===== src/rtl/reloj_bcd_bus_param.sv =====
// BCD time-of-day counter with a prescaled one-second step, 24 h or 12 h mode,
// addressed digit read/write, write validation and a registered read bus.
module reloj_bcd_bus_param #(
    parameter int unsigned TICK_DIV = 50000000,
    parameter int unsigned MODE12   = 0,
    parameter int unsigned DATA_W   = 4
) (
    input  logic              clk,
    input  logic              rst,
    input  logic              en,
    input  logic [2:0]        direccion,
    input  logic              we,
    input  logic [DATA_W-1:0] dato,
    output logic [DATA_W-1:0] BUS,
    output logic              seg_tick,
    output logic              werr,
    output logic              pm
);

    localparam int unsigned     CntW    = (TICK_DIV > 1) ? $clog2(TICK_DIV) : 1;
    localparam logic [CntW-1:0] CntLast = CntW'(TICK_DIV - 1);
    localparam logic            Mode12  = (MODE12 != 0);
    localparam logic [3:0]      UhRst   = Mode12 ? 4'd2 : 4'd0;
    localparam logic [3:0]      DhRst   = Mode12 ? 4'd1 : 4'd0;

    logic [CntW-1:0]   cnt_q, cnt_d;
    logic [3:0]        us_q, us_d, ds_q, ds_d, um_q, um_d;
    logic [3:0]        dm_q, dm_d, uh_q, uh_d, dh_q, dh_d;
    logic              pm_q, pm_d;
    logic [DATA_W-1:0] bus_q, bus_d;
    logic              tick_q, tick_d;
    logic              werr_q, werr_d;

    logic       step;
    logic       wr_ok;
    logic [3:0] wd;
    logic [3:0] rd_val;

    assign step = en && (cnt_q == CntLast);
    assign wd   = dato[3:0];

    assign BUS      = bus_q;
    assign seg_tick = tick_q;
    assign werr     = werr_q;
    assign pm       = Mode12 ? pm_q : 1'b0;

    if (DATA_W > 4) begin : g_dato_hi
        logic unused_dato_hi;
        assign unused_dato_hi = ^dato[DATA_W-1:4];
    end

    // Legal hour for the mode, given tens and units digits.
    function automatic logic hour_ok(input logic [3:0] d, input logic [3:0] u);
        logic [7:0] h;
        h = 8'(d) * 8'd10 + 8'(u);
        if (Mode12) begin
            return (h >= 8'd1) && (h <= 8'd12);
        end
        return h <= 8'd23;
    endfunction

    always_comb begin
        cnt_d  = cnt_q;
        us_d   = us_q;
        ds_d   = ds_q;
        um_d   = um_q;
        dm_d   = dm_q;
        uh_d   = uh_q;
        dh_d   = dh_q;
        pm_d   = pm_q;
        tick_d = 1'b0;
        werr_d = 1'b0;
        wr_ok  = 1'b0;
        rd_val = 4'd0;

        if (en) begin
            cnt_d = step ? '0 : cnt_q + 1'b1;
        end

        case (direccion)
            3'd0:    rd_val = us_q;
            3'd1:    rd_val = ds_q;
            3'd2:    rd_val = um_q;
            3'd3:    rd_val = dm_q;
            3'd4:    rd_val = uh_q;
            3'd5:    rd_val = dh_q;
            3'd6:    rd_val = {2'b00, Mode12, pm};
            default: rd_val = 4'd0;
        endcase
        bus_d      = '0;
        bus_d[3:0] = rd_val;

        // A write (accepted or not) takes the cycle; a coincident step is dropped.
        if (we) begin
            case (direccion)
                3'd0: begin
                    wr_ok = (wd <= 4'd9);
                    if (wr_ok) us_d = wd;
                end
                3'd1: begin
                    wr_ok = (wd <= 4'd5);
                    if (wr_ok) ds_d = wd;
                end
                3'd2: begin
                    wr_ok = (wd <= 4'd9);
                    if (wr_ok) um_d = wd;
                end
                3'd3: begin
                    wr_ok = (wd <= 4'd5);
                    if (wr_ok) dm_d = wd;
                end
                3'd4: begin
                    wr_ok = (wd <= 4'd9) && hour_ok(dh_q, wd);
                    if (wr_ok) uh_d = wd;
                end
                3'd5: begin
                    wr_ok = (wd <= 4'd2) && hour_ok(wd, uh_q);
                    if (wr_ok) dh_d = wd;
                end
                3'd6: begin
                    wr_ok = Mode12;
                    if (wr_ok) pm_d = dato[0];
                end
                default: wr_ok = 1'b0;
            endcase
            werr_d = !wr_ok;
        end else if (step) begin
            tick_d = 1'b1;
            if (us_q != 4'd9) begin
                us_d = us_q + 4'd1;
            end else begin
                us_d = 4'd0;
                if (ds_q != 4'd5) begin
                    ds_d = ds_q + 4'd1;
                end else begin
                    ds_d = 4'd0;
                    if (um_q != 4'd9) begin
                        um_d = um_q + 4'd1;
                    end else begin
                        um_d = 4'd0;
                        if (dm_q != 4'd5) begin
                            dm_d = dm_q + 4'd1;
                        end else begin
                            dm_d = 4'd0;
                            if (Mode12) begin
                                if (dh_q == 4'd1 && uh_q == 4'd2) begin
                                    dh_d = 4'd0;
                                    uh_d = 4'd1;
                                end else if (dh_q == 4'd1 && uh_q == 4'd1) begin
                                    uh_d = 4'd2;
                                    pm_d = !pm_q;
                                end else if (uh_q == 4'd9) begin
                                    uh_d = 4'd0;
                                    dh_d = 4'd1;
                                end else begin
                                    uh_d = uh_q + 4'd1;
                                end
                            end else begin
                                if (dh_q == 4'd2 && uh_q == 4'd3) begin
                                    dh_d = 4'd0;
                                    uh_d = 4'd0;
                                end else if (uh_q == 4'd9) begin
                                    uh_d = 4'd0;
                                    dh_d = dh_q + 4'd1;
                                end else begin
                                    uh_d = uh_q + 4'd1;
                                end
                            end
                        end
                    end
                end
            end
        end
    end

    always_ff @(posedge clk or posedge rst) begin
        if (rst) begin
            cnt_q  <= '0;
            us_q   <= 4'd0;
            ds_q   <= 4'd0;
            um_q   <= 4'd0;
            dm_q   <= 4'd0;
            uh_q   <= UhRst;
            dh_q   <= DhRst;
            pm_q   <= 1'b0;
            bus_q  <= '0;
            tick_q <= 1'b0;
            werr_q <= 1'b0;
        end else begin
            cnt_q  <= cnt_d;
            us_q   <= us_d;
            ds_q   <= ds_d;
            um_q   <= um_d;
            dm_q   <= dm_d;
            uh_q   <= uh_d;
            dh_q   <= dh_d;
            pm_q   <= pm_d;
            bus_q  <= bus_d;
            tick_q <= tick_d;
            werr_q <= werr_d;
        end
    end

endmodule


===== config.mk =====
export PLATFORM = sky130hd
export DESIGN_NAME = reloj_bcd_bus_param
export DESIGN_NICKNAME = d
export VERILOG_FILES = /design/src/rtl/reloj_bcd_bus_param.sv
export SDC_FILE = /design/constraint.sdc
export NUM_CORES = 1
export LEC_CHECK = 0
export ABC_AREA = 1
export ABC_CLOCK_PERIOD_IN_PS = 2300
export CAP_MARGIN = 20
export CORE_UTILIZATION = 30
export DETAILED_ROUTE_END_ITERATION = 16
export DONT_BUFFER_PORTS = 1
export GPL_ROUTABILITY_DRIVEN = 0
export GPL_TIMING_DRIVEN = 0
export MAX_ROUTING_LAYER = met4
export PLACE_DENSITY = 0.5
export SYNTH_ARGS = -nofsm -noshare
export SYNTH_HDL_FRONTEND = slang
export SYNTH_SLANG_ARGS = --single-unit

===== constraint.sdc =====
create_clock -name clk -period 2.3 [get_ports clk]
set_input_delay 0.23 -clock clk [delete_from_list [all_inputs] [get_ports clk]]
set_output_delay 0.23 -clock clk [all_outputs]
set_load 0.005 [all_outputs]

# Word-level counts from Yosys, hierarchy flattened
# Cells that the tools add are included.
[op_classes] add_sub_neg=9 multipliers=2 n_div=0 n_lt_le_gt_ge=5 eq_ne=27 shift=0 n_mux=51 bitwise=0 n_reduce_logical=16
[op_table] operator="4-bit 2-to-1 mux" n=44
[op_table] operator="26-bit by 1-bit adder with 26-bit output (second input constant)" n=1
[op_table] operator="26-bit == test (second input constant)" n=1
[op_table] operator="26-bit 2-to-1 mux" n=1
[op_table] operator="4-bit by 1-bit adder with 4-bit output (second input constant)" n=6
[op_table] operator="4-bit case mux with 6 select lines" n=1
[op_table] operator="2-bit by 1-bit != test with 1-bit output (second input constant)" n=10
[op_table] operator="8-bit by 4-bit adder with 8-bit output" n=2
[op_table] operator="8-bit by 5-bit <= comparator with 1-bit output (second input constant)" n=2
[op_table] operator="4-bit by 3-bit multiplier with 7-bit output (second input constant)" n=2
[op_table] operator="4-bit by 2-bit == test with 1-bit output (second input constant)" n=2
[op_table] operator="2-bit != test (second input constant)" n=4
[op_table] operator="4-bit by 3-bit != test with 1-bit output (second input constant)" n=2
[op_table] operator="4-bit != test (second input constant)" n=2
[op_table] operator="8-bit AND reduction" n=1
[op_table] operator="7-bit AND reduction" n=1
[op_table] operator="3-bit by 2-bit == test with 1-bit output (second input constant)" n=2
[op_table] operator="3-bit == test (second input constant)" n=2
[op_table] operator="6-bit AND reduction" n=1
[op_table] operator="5-bit AND reduction" n=1
[op_table] operator="4-bit == test (second input constant)" n=1
[op_table] operator="4-bit by 2-bit <= comparator with 1-bit output (second input constant)" n=1
[op_table] operator="4-bit by 3-bit <= comparator with 1-bit output (second input constant)" n=1
[op_table] operator="4-bit <= comparator (second input constant)" n=1
[op_table] operator="other kinds (11)" n=18
[word_totals] reg_bits=56 latch_bits=0 ramBits=0 romBits=0 inputBits=11 out_inout_bits=7 word_cells=120 memories=0

# Longest topological paths before layout
[depth] depth_word=9 ltp_mapped=17 depth_no_buf=17

# Least setup slack after synthesis
# No wires, ideal clock.
[synth_timing] kind="flip-flop to flip-flop" start="register dh_q[1]" end="register uh_q[2]" t_arrival_ns=2.056 required_ns=2.183 slack_ns=0.127 stages_incl_launch_ff=17 path_cell_list="dfrtp_1 > ha_1 > ha_1 > inv_1 > fa_1 > inv_1 > nand2_1 > nand2_1 > nand3_1 > nand2_1 > nand2_1 > inv_1 > nand2_1 > nand2_1 > nand2_2 > nand2_1 > nand2_1"
[synth_via] elab_chain_cells=9 word_cells_on_any_way=15 cone_classes="add/sub: 1; mul: 1; order compare: 1; eq/ne: 2; mux: 7; reduce/logical: 3"
[synth_rtl] item="start, declared" line_no="28" text="logic [3:0] dm_q, dm_d, uh_q, uh_d, dh_q, dh_d;"
[synth_rtl] item="start signal, assigned" line_no="184" text="dh_q <= DhRst;"
[synth_rtl] item="start signal, assigned" line_no="196" text="dh_q <= dh_d;"
[synth_rtl] item="parallel branches: the longest is 9 deep, another holds 8-bit by 4-bit adder with 8-bit output"
[synth_rtl] item="end signal, assigned" line_no="183" text="uh_q <= UhRst;"
[synth_rtl] item="end signal, assigned" line_no="195" text="uh_q <= uh_d;"
[synth_rtl] item="end, declared" line_no="28"
# Several ways; the timed one is not identified. The select of a mux whose other input is x is not followed.
# A chain may end at the register's enable or synchronous reset.

# Worst setup path after layout
[layout_timing] start="register dh_q[1]" end="register uh_q[3]"
# The elaborated chain is that of the path after synthesis.

==> results.json <==
{
  "yosys.area.top_type": "dfrtp_1",
  "cpLargestDelayFamily": "adder cells",
  "cp_slowest_cell": "fa_2",
  "reg2reg_slack_ps": 110,
  "ctsHtreeMaxLevel": 2,
  "p_per_area_nw_per_um2": 684,
  "num_rows": 42,
  "cp_common_cell": "nand2_4",
  "cts_made_buffers": 5,
  "drtIter0Drc": 284,
  "setup.worst_path.end_class": "flip-flop",
  "grt_pass1_wl_um": 17400,
  "worst-path-stages": 13,
  "multi_input_area_um2": 2330,
  "stdcell_area_um2": 4550,
  "die_y_um": 118,
  "worstSetupStartpoint": "dh_q[1]",
  "worstSetupPathType": "reg2reg",
  "slew_violations": 0,
  "clock_latency_ps": 300,
  "routed-via-count": 3715,
  "clk_pin_slew_worst_paths_ps": 70,
  "hold_viol_final": 0,
  "endpoint": "uh_q[3]",
  "start_kind": "flip-flop",
  "async_reset_ff_share_pct": 100,
  "synth_cells": 578,
  "die_x_um": 118,
  "rr_worst_depth": 13,
  "peakVddDrop_uv": 409,
  "setup_viol": 0,
  "synthFlopType": "dfrtp_1",
  "power_mw": 3.11,
  "critPathMaxStageDelay_ps": 550,
  "ant_nets": 0,
  "cts-root-buf": "clkbuf_16",
  "grt_max_degree": 41,
  "wl_per_cell_um": 13.3,
  "antenna_found_initial": 0,
  "antenna-diode-count": 0,
  "setup_tns_ps": 0,
  "synthToLayoutAreaGrowth_pct": 12.3,
  "fmax_mhz": 457,
  "seq_area_frac_synth_pct": 34.6,
  "syn-mean-instance-area_um2": 7.00,
  "cp_data_required_time_ps": 2490,
  "grt_pass1_vias": 3569,
  "crit_buf_inv": 2,
  "r2r_start": "dh_q[1]",
  "relSlewSlack_pct": 60.8,
  "yosysTopAreaCellShare_pct": 34.6,
  "crit_arrival_ps": 2380,
  "fin_nets": 628,
  "initial_core_util_pct": 30.7,
  "drc": 0,
  "cap_viol_max_count": 0,
  "wirelength_um": 10300,
  "syn-cell-area_um2": 4050,
  "min_period_ps": 2190,
  "drt_pre_antenna_iters": 4,
  "synthDistinctLibCells": 41,
  "grt-ovfl-total": 0,
  "fin_crit_sh_pct": 95.1,
  "fillers": 1422,
  "core_area_um2": 13200,
  "gr-usage-all-layers_pct": 15.9,
  "clock_path_buffers": 2,
  "synth.area.top_cells": "dfrtp_1 (35%), nand2_1 (13%), inv_1 (8.3%), ha_1 (6.2%), nand3_1 (6.2%)",
  "synthMostInstantiatedCell": "nand2_1",
  "drive_gt1_share_pct": 9.11,
  "crit-reg2reg-capture": "uh_q[3]",
  "dpl_cell_area_um2": 4290,
  "syn_nets": 613,
  "finalClockSkew_ps": 6.76,
  "cts_tree": "yes",
  "crit_chain": "ha_4, ha_4, inv_1, fa_2, inv_2, nand3_2, nand3_1, nor2_2, nand2_4, nand2_4, nand2_4, nand2_1, nand2_1",
  "min_path_type": "in2reg",
  "numClockSinks": 56,
  "p_leak_nw": 2.26,
  "ys_ff_latch": 56,
  "worst_pin_slew_ps": 588,
  "synth_edf_count": 0,
  "status": "finished clean",
  "crit_path_max_fanout": 5,
  "port_buffers": 0,
  "detailed_place_hpwl_um": 7920,
  "final-seq-area_um2": 1410,
  "ioPinCount": 18,
  "die-area_um2": 14000,
  "yosys-top-cells-count": "nand2_1 (140), inv_1 (89), nor2_1 (59)",
  "vias_per_cell": 4.83,
  "yosysWarningCount": 0
}
[kinds of logic after synthesis]
kind of cell | share of synthesized area [%]
DFF | 34.6
adders and majority gates | 8.16
AOI/OAI and AO/OA | 11.9
buffers and inverters | 9.30
and+or+nand+nor | 32.9
other | 0.0926
xor gates and xnor gates | 3.03
[cells in the final DEF (no fill, tap or decap), types with 4 or more instances in the layout]
master,Yosys,layout
nand2_2,3,4
buf_4,1,7
dfrtp_1,56,53
nor2_2,5,6
nand3_1,50,49
a21oi_1,31,31
nand2_1,140,136
nand4_1,10,10
nor2_1,59,58
ha_1,20,18
xor2_1,12,12
clkbuf_16,0,5
nand2_4,3,6
o21ai_0,33,33
inv_2,1,4
o21ai_1,4,4
inv_1,89,86
o22ai_1,7,7
nor3_1,15,15
[sequential cells by signal, summed over array words and instances (netlist names)]
| name | cells |
|---|---|
| BUS | 4 |
| cnt_q | 26 |
| dh_q | 4 |
| dm_q | 4 |
| ds_q | 4 |
| seg_tick | 1 |
| uh_q | 4 |
| um_q | 4 |
| us_q | 4 |
| werr | 1 |
[tightest hold or removal path, cell delays in order]
cell and delay, ps:
nand3_1 40, nor3_1 50, nand2_1 80, a21oi_1 60
[per-stage QoR]
stage | hold WS, ps | util, % | setup slack, ps | instances
3_3_place_gp | 482 | 32.4 | -152 | 754
5_1_grt | 240 | 34.5 | -7.25 | 769
3_5_place_dp | 120 | 32.5 | -179 | 755
4_1_cts | 205 | 34.0 | 2.47 | 765
6_report | 203 | 34.5 | 114 | 769
2_1_floorplan | 438 | - | 127 | 578
[layer usage]
layer  global-route usage, %  part of all wire (%)
met1                    19.4                    47
met5                       -                     0
met4                    4.09                  0.95
met2                    27.3                    49
met3                    2.65                   3.4
[where the power goes]
group          total [mW]  switching (mW)  leakage, nW  internal [mW]
clock               0.763           0.366       0.0657          0.397
sequential           1.40           0.225        0.680           1.18
combinational       0.945           0.567         1.52          0.379
[cell type report]
type | instances | share of cell area [%]
Multi-Input combinational cell | 424 | 51.3
Sequential cell | 56 | 30.9
Inverter | 90 | 7.43
Tap cell | 176 | 4.84
Clock buffer | 5 | 2.75
Timing Repair Buffer | 8 | 1.65
Buffer | 8 | 0.853
Clock inverter | 2 | 0.275
[what timing repair did]
item                       4_1_cts  5_1_grt
resized for setup                9        9
hold buffers                     1        0
pin swaps                        5        7
hold endpoints to repair        16        0
setup endpoints to repair        4        4
buffers inserted                 2        4
[how the worst min path moves through the flow]
stage | startpoint | end | slack [ps] | cells past startpoint
CTS | en | cnt_q[25] | 210 | 4
detailed placement | rst | seg_tick | 120 | 1
global route | en | cnt_q[25] | 240 | 4
global placement | cnt_q[5] | cnt_q[5] | 480 | 1
floorplan | direccion[2] | BUS[0] | 440 | 2
finish | en | cnt_q[25] | 200 | 4
No activity file was read; power rests on OpenSTA's default activity.
